$ cat src/rtl/ks_adder_pipe.sv
// Pipelined Kogge-Stone adder/subtractor with status flags and a valid/ready
// handshake; LEVELS_PER_STAGE prefix levels are evaluated between registers.
module ks_adder_pipe #(
  parameter int WIDTH            = 32,
  parameter int LEVELS_PER_STAGE = 2
) (
  input  logic             clk,
  input  logic             rst,
  input  logic             in_valid,
  output logic             in_ready,
  input  logic [WIDTH-1:0] a,
  input  logic [WIDTH-1:0] b,
  input  logic             cin,
  input  logic             sub,
  output logic             out_valid,
  input  logic             out_ready,
  output logic [WIDTH-1:0] s,
  output logic             cout,
  output logic             ovf,
  output logic             zero
);
  localparam int L = (WIDTH > 1) ? $clog2(WIDTH) : 1;
  localparam int S = (L + LEVELS_PER_STAGE - 1) / LEVELS_PER_STAGE;

  // Handshake: a transfer happens on any edge where valid && ready. The whole
  // pipeline freezes while a result is presented but not taken, so in_ready is
  // simply the inverse of that stall condition.
  logic w_stall;
  assign w_stall  = out_valid && !out_ready;
  assign in_ready = !w_stall;

  logic [WIDTH-1:0] r_g    [0:S];
  logic [WIDTH-1:0] r_p    [0:S];
  logic [WIDTH-1:0] r_po   [0:S];
  logic             r_cin  [0:S];
  logic             r_amsb [0:S];
  logic             r_bmsb [0:S];
  logic             r_v    [0:S];

  logic             r_out_valid;
  logic [WIDTH-1:0] r_s;
  logic             r_cout;
  logic             r_ovf;
  logic             r_zero;

  logic [WIDTH-1:0] w_b_eff;
  logic             w_cin_eff;
  logic [WIDTH-1:0] w_p0;
  logic [WIDTH-1:0] w_g0;

  assign w_b_eff   = sub ? ~b : b;
  assign w_cin_eff = sub ? 1'b1 : cin;
  assign w_p0      = a ^ w_b_eff;
  // The carry-in behaves as the generate of a virtual bit below bit 0; merging
  // it into bit 0 up front lets L levels reach every carry including cout.
  assign w_g0      = (a & w_b_eff) | {{(WIDTH-1){1'b0}}, w_p0[0] & w_cin_eff};

  logic [WIDTH-1:0] w_g_nxt [1:S];
  logic [WIDTH-1:0] w_p_nxt [1:S];

  always_comb begin
    logic [WIDTH-1:0] w_cur_g, w_cur_p, w_new_g, w_new_p;
    int               w_lv;
    int               w_span;
    w_g_nxt = '{default: '0};
    w_p_nxt = '{default: '0};
    for (int k = 1; k <= S; k++) begin
      w_cur_g = r_g[k-1];
      w_cur_p = r_p[k-1];
      for (int j = 0; j < LEVELS_PER_STAGE; j++) begin
        w_lv = (k - 1) * LEVELS_PER_STAGE + j;
        if (w_lv < L) begin
          w_span  = 1 << w_lv;
          w_new_g = w_cur_g;
          w_new_p = w_cur_p;
          for (int i = 0; i < WIDTH; i++) begin
            if (i >= w_span) begin
              w_new_g[i] = w_cur_g[i] | (w_cur_p[i] & w_cur_g[i - w_span]);
              w_new_p[i] = w_cur_p[i] & w_cur_p[i - w_span];
            end
          end
          w_cur_g = w_new_g;
          w_cur_p = w_new_p;
        end
      end
      w_g_nxt[k] = w_cur_g;
      w_p_nxt[k] = w_cur_p;
    end
  end

  // After the last stage r_g[S][i] is the carry out of bit i.
  logic [WIDTH-1:0] w_s;
  assign w_s = r_po[S] ^ {r_g[S][WIDTH-2:0], r_cin[S]};

  always_ff @(posedge clk) begin
    if (rst) begin
      for (int k = 0; k <= S; k++) begin
        r_v[k]    <= 1'b0;
        r_g[k]    <= '0;
        r_p[k]    <= '0;
        r_po[k]   <= '0;
        r_cin[k]  <= 1'b0;
        r_amsb[k] <= 1'b0;
        r_bmsb[k] <= 1'b0;
      end
      r_out_valid <= 1'b0;
      r_s         <= '0;
      r_cout      <= 1'b0;
      r_ovf       <= 1'b0;
      r_zero      <= 1'b0;
    end else if (!w_stall) begin
      r_v[0]    <= in_valid;
      r_g[0]    <= w_g0;
      r_p[0]    <= w_p0;
      r_po[0]   <= w_p0;
      r_cin[0]  <= w_cin_eff;
      r_amsb[0] <= a[WIDTH-1];
      r_bmsb[0] <= w_b_eff[WIDTH-1];
      for (int k = 1; k <= S; k++) begin
        r_v[k]    <= r_v[k-1];
        r_g[k]    <= w_g_nxt[k];
        r_p[k]    <= w_p_nxt[k];
        r_po[k]   <= r_po[k-1];
        r_cin[k]  <= r_cin[k-1];
        r_amsb[k] <= r_amsb[k-1];
        r_bmsb[k] <= r_bmsb[k-1];
      end
      r_out_valid <= r_v[S];
      r_s         <= w_s;
      r_cout      <= r_g[S][WIDTH-1];
      r_ovf       <= (r_amsb[S] == r_bmsb[S]) && (w_s[WIDTH-1] != r_amsb[S]);
      r_zero      <= (w_s == '0);
    end
  end

  assign out_valid = r_out_valid;
  assign s         = r_s;
  assign cout      = r_cout;
  assign ovf       = r_ovf;
  assign zero      = r_zero;

endmodule

$ cat config.mk
export PLATFORM = sky130hd
export DESIGN_NAME = ks_adder_pipe
export DESIGN_NICKNAME = d
export VERILOG_FILES = /design/src/rtl/ks_adder_pipe.sv
export SDC_FILE = /design/constraint.sdc
export NUM_CORES = 1
export LEC_CHECK = 0
export BUFFER_PORTS_ARGS = -buffer_cell sky130_fd_sc_hd__buf_2
export CORE_ASPECT_RATIO = 1.4
export CORE_MARGIN = 2
export CORE_UTILIZATION = 60
export CTS_CLUSTER_SIZE = 24
export DETAILED_ROUTE_END_ITERATION = 12
export PLACE_DENSITY = 0.78
export SETUP_SLACK_MARGIN = 0.1
export SLEW_MARGIN = 40
export SYNTH_ARGS = -nofsm -noshare
export SYNTH_HDL_FRONTEND = slang
export SYNTH_SLANG_ARGS = --single-unit
export TNS_END_PERCENT = 30
$ cat constraint.sdc
create_clock -name clk -period 11.7 [get_ports clk]
set_input_delay 2.34 -clock clk [delete_from_list [all_inputs] [get_ports clk]]
set_output_delay 2.34 -clock clk [all_outputs]
set_load 0.01 [all_outputs]
; ---- Word-level counts from Yosys, hierarchy flattened
; Memory sizes are Yosys's and may differ from the RTL's. A register that Yosys moved wholly into a read port is not among the register bits.
; Index checks and enable logic that the tools add are counted.
[word_totals]
ff_bits = 35
mem_bits_rw = 400
input_bits = 70
out_inout_bits = 37
elab_cells = 475
mem_count = 7
[mem_list]
columns = memory, depth, word_bits, read_ports, rd_ports_with_merged_regs, write_ports, line_no
row1 = r_g, 4, 32, 4, 0, 4, 32  ; logic [WIDTH-1:0] r_g [0:S];
row2 = r_p, 4, 32, 3, 0, 4, 33  ; logic [WIDTH-1:0] r_p [0:S];
row3 = r_po, 4, 32, 4, 0, 4, 34  ; logic [WIDTH-1:0] r_po [0:S];
row4 = r_amsb, 4, 1, 4, 0, 4, 36  ; logic r_amsb [0:S];
row5 = r_bmsb, 4, 1, 4, 0, 4, 37  ; logic r_bmsb [0:S];
row6 = r_cin, 4, 1, 4, 0, 4, 35  ; logic r_cin [0:S];
row7 = 1 more memories, -, -, -, -, -, -
[op_classes]
eq_ne = 2
n_mux = 35
n_bitwise = 421
reduce_logical = 6
[op_table]
columns = operator, n
row1 = $mux W32, 13
row2 = $and A1 B1 Y1, 259
row3 = $or A1 B1 Y1, 157
row4 = $xor A32 B32 Y32, 2
row5 = $and A32 B32 Y32, 1
row6 = $logic_not A32 Y1, 1
row7 = $not A32 Y32, 1
row8 = $or A32 B1 Y32, 1
row9 = $mux W1, 22
row10 = $logic_not A1 Y1, 3
row11 = $logic_and A1 B1 Y1, 2
row12 = $eq A1 B1 Y1, 1
row13 = $ne A1 B1 Y1, 1

; ---- Longest topological paths before layout
; Gate-level depths: netlist of run 1.
[logic_depth]
word_depth = 6
mapped_depth = 7

; ---- Worst setup path before layout of run 1
; Ideal clock, no wire load.
[synth_path]
kind = input-to-reg
from = in rst
to = mem r_amsb[0], enable pin
setup_time_ps = 736
arrival_ps = 10081
slack_ps = 882
cell_stages = 2
path_buffers = 1
cell_sequence = buf_6 -> nand2b_1
[synth_rtl]
columns = item, line_no
row1 = start: declaration, 8  ; input logic rst,
row2 = end: declaration, 36

; ---- Worst setup path after layout of run 1
[layout_path]
from = in out_ready
to = out in_ready
[layout_via]
elab_chain_len = 3
[layout_lines]
columns = item, line_no
row1 = start: declaration, 16  ; input logic out_ready,
row2 = $logic_not A1 Y1, 29  ; assign w_stall = out_valid && !out_ready;
row3 = $logic_and A1 B1 Y1, 29
row4 = $logic_not A1 Y1, -
row5 = end: declaration, 10  ; output logic in_ready,
; Every way passes these cells.

==> results of run 1 <==
## cell type report
type / count / area, um2
clock buffers: 38 / 802
clock inverters: 18 / 169
fillers: 1645 / 7520
inverters: 11 / 43.8
multi-input cells: 691 / 4320
flip-flops and latches: 352 / 10200
well taps: 310 / 388
repair buffers: 113 / 609
## metrics by stage
stage / power, mW / utilization / setup slack [ns]
3_3_place_gp: 1.63 / 0.646 / 5.81
2_1_floorplan: 1.58 / - / 0.882
4_1_cts: 2.61 / 0.688 / 6.07
6_report: 2.59 / 0.688 / 6.08
5_1_grt: 2.68 / 0.688 / 6.01
3_5_place_dp: 1.64 / 0.647 / 6.09
## registers in the layout, indices dropped and copies added, names as in the netlist
signal and cells:
cout 1, r_cin 4, r_amsb 4, r_v 4
r_bmsb 4, out_valid 1, s 32, zero 1
r_po 94, r_p 78, ovf 1, r_g 128
## power groups by stage
stage,sequential [mW],combinational [mW],clock [mW]
after floorplan,1.48,0.0977,0
after global placement,1.50,0.138,0
after detailed placement,1.50,0.142,0
after CTS,1.47,0.144,0.991
after global routing,1.48,0.164,1.04
final,1.47,0.141,0.973
## routing by layer
| metal | GRT usage | wire (um) |
|---|---|---|
| met5 | 0 | 0 |
| met4 | 0.0653 | 673 |
| met3 | 0.0248 | 1220 |
| met2 | 0.361 | 13400 |
| met1 | 0.257 | 10300 |
## cells in the final DEF (no fill, tap or decap), types with 3 or more instances in the layout
master	n
a211oi_1	32
a21o_1	39
a21oi_1	74
a31oi_1	3
a32o_1	3
and2_1	192
and3_1	3
and4_1	7
buf_2	105
buf_4	4
buf_6	3
bufinv_16	3
clkbuf_1	7
clkbuf_16	31
clkinv_1	4
clkinv_2	8
dfxtp_1	36
edfxtp_1	316
ha_1	32
inv_1	10
nand2_1	41
nand3_1	17
nand4_1	13
nor2_1	128
nor3_1	9
o21a_1	15
o21ai_0	3
o21bai_1	5
xnor2_1	31
xor2_1	32
## cells by family (layout without fill, tap and decap cells)
group | count (synthesis) | after routing | share of synthesized area
adder cells (fa/ha/maj) | 32 | 32 | 0.0271
XOR/XNOR | 64 | 64 | 0.0385
flip-flops | 352 | 352 | 0.691
AO/OA/AOI/OAI | 177 | 177 | 0.0775
AND/OR/NAND/NOR | 418 | 418 | 0.149
buffers and inverters | 57 | 180 | 0.0165
## critical path: stages
cell	delay, ns
buf_2	0.11
nor2b_4	0.29
inv_4	0.30
buf_2	0.24
## how the worst min path moves through the flow
| stage | start | to | slack [ns] | depth (start not counted) |
|---|---|---|---|---|
| after floorplan | r_v[3] | out_valid | 0.43 | 2 |
| after global placement | cout | cout | 0.45 | 2 |
| after detailed placement | cout | cout | 0.45 | 2 |
| after CTS | cout | cout | 0.46 | 2 |
| after global routing | cout | cout | 0.49 | 2 |
| final | cout | cout | 0.45 | 2 |
==> flow_summary.yaml, run 1 <==
synth:
  yosysWarnings: 0
  avgSynthCellArea_um2: 13.4
  synth_top_area_frac: 0.643
  ys_top_cells_by_count: "edfxtp_1 (316), and2_1 (192), nor2_1 (128)"
  ys_async_sr_fraction: 0
  syn_inst: 1100
  synthTopCellsByArea: "edfxtp_1 (64%), and2_1 (8.1%), dfxtp_1 (4.9%)"
  synth-edff-count: 316
  synth.net_count: 1202
  synth.ff_latch_count: 352
  yosysMostFrequentCell: "edfxtp_1"
  synth_top_flop_cell: "edfxtp_1"
  yosys.area.top_type: "edfxtp_1"
  syn_area_um2: 14800
  synth_cell_type_count: 39
  seq_area_frac_synth: 0.691
placed_design:
  hpwl_mm: 17.3
  io_buffers: 106
  place_inst: 1477
  gp_congestion: 0.976
  place_area_um2: 15600
sta:
  maxSlewViolCount: 0
  period_share: 0.481
  fmax_ghz: 0.178
  rsz0062_at_grt: "no"
  relSlewSlack: 0.447
  whs_ns: 0.451
  clock_skew_ns: 0.0171
  setup_viol: 0
  finalHoldViolCount: 0
  fin_crit_ns: 5.62
  tightest_slew_ns: 0.829
  tns_ns: 0
setup_path:
  rrSetupSlack_ns: 8.77
  rr_worst_depth: 5
  required_ns: 9.36
  crit_path_start_kind: "primary input"
  worst_setup_path_end_kind: "output pin"
  r2r_start: "out_valid"
  worstPathMaxFanout: 69
  endpoint: "in_ready"
  crit_start: "out_ready"
  timing_worst_setup_path_type: "in2out"
  crit_arrival_ns: 3.28
  rr_endpoint: "r_po[1][30]"
detailed_routing:
  post_drt_via_cell_ratio: 5.41
  drc: 0
  drt_iter0_drc: 465
  vias: 8296
  drtAntennaViolNets: 0
  wirelength_mm: 25.5
  drtPass1Iterations: 5
  routedWlPerCell_um: 16.7
layout:
  area_growth_pct: 12.0
  finalInstanceArea_um2: 16500
  insertedDiodeCount: 0
  finalNonFillerCells: 1533
  final_nets: 1302
  drive_above_1_share: 0.136
clock_tree:
  cts_setup_buffers: 0
  ctsHoldBuffers: 0
  clk_latency_ns: 0.55
  cts-buffers-inserted: 31
  path_clk_slew_ns: 0.06
  clockRootBuffer: "clkbuf_16"
  clockBufferDepth: 3
  htreeDepth: 1
  cts_resized: 0
  clock_sinks: 352
  cts_tree: "done"
global_route:
  grt_pass1_vias: 8004
  grt_pass1_wl_mm: 41.0
  grt_max_degree: 124
  grt.total_usage: 0.203
  grt_antenna_before_repair: 0
  grt.overflow.total: 0
power:
  pwr-share-comb: 0.055
  pwr-share-clk: 0.376
  p_leak_nw: 7.05
  intPower_mw: 2.05
  peakVddDrop_v: 0.000126
  power.density_nw_per_um2: 156
  power.share.sequential: 0.569
  switching_power_mw: 0.540
  swShare: 0.209
floorplanning:
  core_region_area_um2: 24100
  start_util: 0.614
  pin_count: 107
  dieArea_um2: 25900
  die_height_um: 190
  die_w_um: 137
  placementRows: 67
run_status:
  status: "completed"
flow_run:
  drv_cap: 0
min_path:
  min_path_type: "reg2reg"
Power figures use the tool's default switching activity.
==> run 2: changes to the inputs <==
--- a/config.mk
+++ b/config.mk
@@ -8,10 +8,10 @@
 export BUFFER_PORTS_ARGS = -buffer_cell sky130_fd_sc_hd__buf_2
 export CORE_ASPECT_RATIO = 1.4
 export CORE_MARGIN = 2
-export CORE_UTILIZATION = 60
+export CORE_UTILIZATION = 54
 export CTS_CLUSTER_SIZE = 24
 export DETAILED_ROUTE_END_ITERATION = 12
-export PLACE_DENSITY = 0.78
+export PLACE_DENSITY = 0.74
 export SETUP_SLACK_MARGIN = 0.1
 export SLEW_MARGIN = 40
 export SYNTH_ARGS = -nofsm -noshare
==> constraint.sdc (replaced) <==
create_clock -name clk -period 4.8 [get_ports clk]
set_input_delay 0.96 -clock clk [delete_from_list [all_inputs] [get_ports clk]]
set_output_delay 0.96 -clock clk [all_outputs]
set_load 0.01 [all_outputs]
==> run 2 against run 1 <==
  * Register-to-register slack got worse by 5.9 ns
  * Hold slack improved by 0.016 ns
  * Routed wire length up 3.5%
  * Final cell count increased by 4.0%
  * Total power increased by 140%
  * Clock skew shrank 0.0066 ns
  * Sequential power grew 140%
  * Via count is 1.0% higher
  * Cell area grew 0.95%
  * Clock power increased by 140%
  * Critical endpoint unchanged
==> flow_summary.yaml, run 2 (synthesized netlist as in run 1, its figures left out) <==
power:
  swShare: 0.209
  switching_power_mw: 1.31
  power.density_nw_per_um2: 377
  power_mw: 6.29
  power.share.sequential: 0.570
  peakVddDrop_v: 0.000320
  pwr-share-clk: 0.374
  pwr-share-comb: 0.056
  p_leak_nw: 7.10
  intPower_mw: 4.98
sta:
  rsz0062_at_grt: "no"
  relSlewSlack: 0.491
  fin_crit_ns: 2.90
  tightest_slew_ns: 0.764
  finalHoldViolCount: 0
  maxSlewViolCount: 0
  setup_viol: 0
  clock_skew_ns: 0.0105
  period_share: 0.605
  fmax_ghz: 0.344
  tns_ns: 0
floorplanning:
  start_util: 0.549
  core_region_area_um2: 26900
  die_w_um: 144
  pin_count: 107
  dieArea_um2: 28700
  die_height_um: 200
  placementRows: 71
layout:
  largest_reg_flops: 128
  finalInstanceArea_um2: 16700
  fin_util: 0.620
  most-common-layout-cells: "edfxtp_1 (316), and2_1 (192), nor2_1 (128)"
  top_register: "r_g"
  finalNonFillerCells: 1594
  top_regs: "r_g x128, r_po x94, r_p x78"
  final_common_cell: "edfxtp_1"
  drive_above_1_share: 0.138
  insertedDiodeCount: 0
  area_growth_pct: 13.1
  final_nets: 1308
detailed_routing:
  post_drt_via_cell_ratio: 5.26
  drt_iter0_drc: 643
  routedWlPerCell_um: 16.6
  wirelength_mm: 26.4
  drtAntennaViolNets: 0
  vias: 8380
  drc: 0
  drtPass1Iterations: 5
clock_tree:
  cts-buffers-inserted: 31
  clock_sinks: 352
  clk_latency_ns: 0.54
  cts_resized: 0
  cts_setup_buffers: 0
  clockBufferDepth: 3
  path_clk_slew_ns: 0.06
  htreeDepth: 1
  cts_tree: "done"
  clockRootBuffer: "clkbuf_16"
  ctsHoldBuffers: 0
min_path:
  hold_path_depth: 2
  min_path_type: "reg2reg"
  holdPathEnd: "cout"
  hp-start: "cout"
placed_design:
  place_inst: 1538
  io_buffers: 106
  place_area_um2: 15700
  gp_congestion: 0.832
  hpwl_mm: 18.7
global_route:
  grt_pass1_wl_mm: 42.6
  grt_antenna_before_repair: 0
  grt.overflow.total: 0
  grt.total_usage: 0.190
  grt_pass1_vias: 8317
  grt_max_degree: 94
setup_path:
  r2r_start: "out_valid"
  rr_worst_depth: 5
  worstPathMaxFanout: 68
  rrSetupSlack_ns: 2.86
  worst_setup_path_end_kind: "output pin"
  crit_arrival_ns: 1.94
  rr_endpoint: "r_g[1][3]"
  timing_worst_setup_path_type: "in2out"
  required_ns: 3.84
  crit_path_start_kind: "primary input"
run_status:
  status: "completed"
flow_run:
  drv_cap: 0
[run 2: cell count changes in the layout (fill, tap and decap cells not counted), moves of 2 or more]
cell,before,now
clkinv_2,8,6
buf_4,4,8
buf_6,3,0
clkinv_1,4,9
buf_12,1,6
clkbuf_1,7,4
[run 2: worst max-delay path, stage by stage]
cell and delay [ns]:
buf_2 0.11, nor2b_4 0.25, inv_2 0.07, buf_4 0.32, buf_2 0.22
[run 2: how the worst max path moves through the flow]
stage | start | end | depth (start not counted)
after detailed placement | rst | r_g[1][3] | 4
after global routing | out_ready | in_ready | 5
after global placement | rst | r_g[2][14] | 4
after CTS | out_ready | in_ready | 5
after floorplan | rst | r_amsb[0] | 2
final | out_ready | in_ready | 5
[run 2: power groups by stage]
stage	combinational [mW]	clock (mW)	sequential, mW
finish	0.351	2.36	3.59
global route	0.406	2.51	3.60
CTS	0.359	2.40	3.59
detailed placement	0.356	0	3.65
global placement	0.347	0	3.65
floorplan	0.239	0	3.61
[run 2: layer usage]
metal / global-route usage / routed length (um)
met4: 0.0592 / 788
met5: 0 / 0
met1: 0.235 / 10700
met3: 0.0230 / 1150
met2: 0.346 / 13800
[run 2: metrics by stage]
step | setup slack [ns] | hold slack (ns)
floorplan | 1.03 | 0.433
global placement | 1.86 | 0.452
detailed placement | 1.83 | 0.462
CTS | 1.89 | 0.479
global route | 1.81 | 0.494
finish | 1.90 | 0.467
[run 2: cell type report]
class | count | area [um2]
clock buffer | 35 | 791
tap | 365 | 457
multi-input combinational | 691 | 4320
clock inverter | 21 | 175
inverter | 11 | 41.3
fill | 2054 | 10200
timing repair buffer | 119 | 706
sequential | 352 | 10200
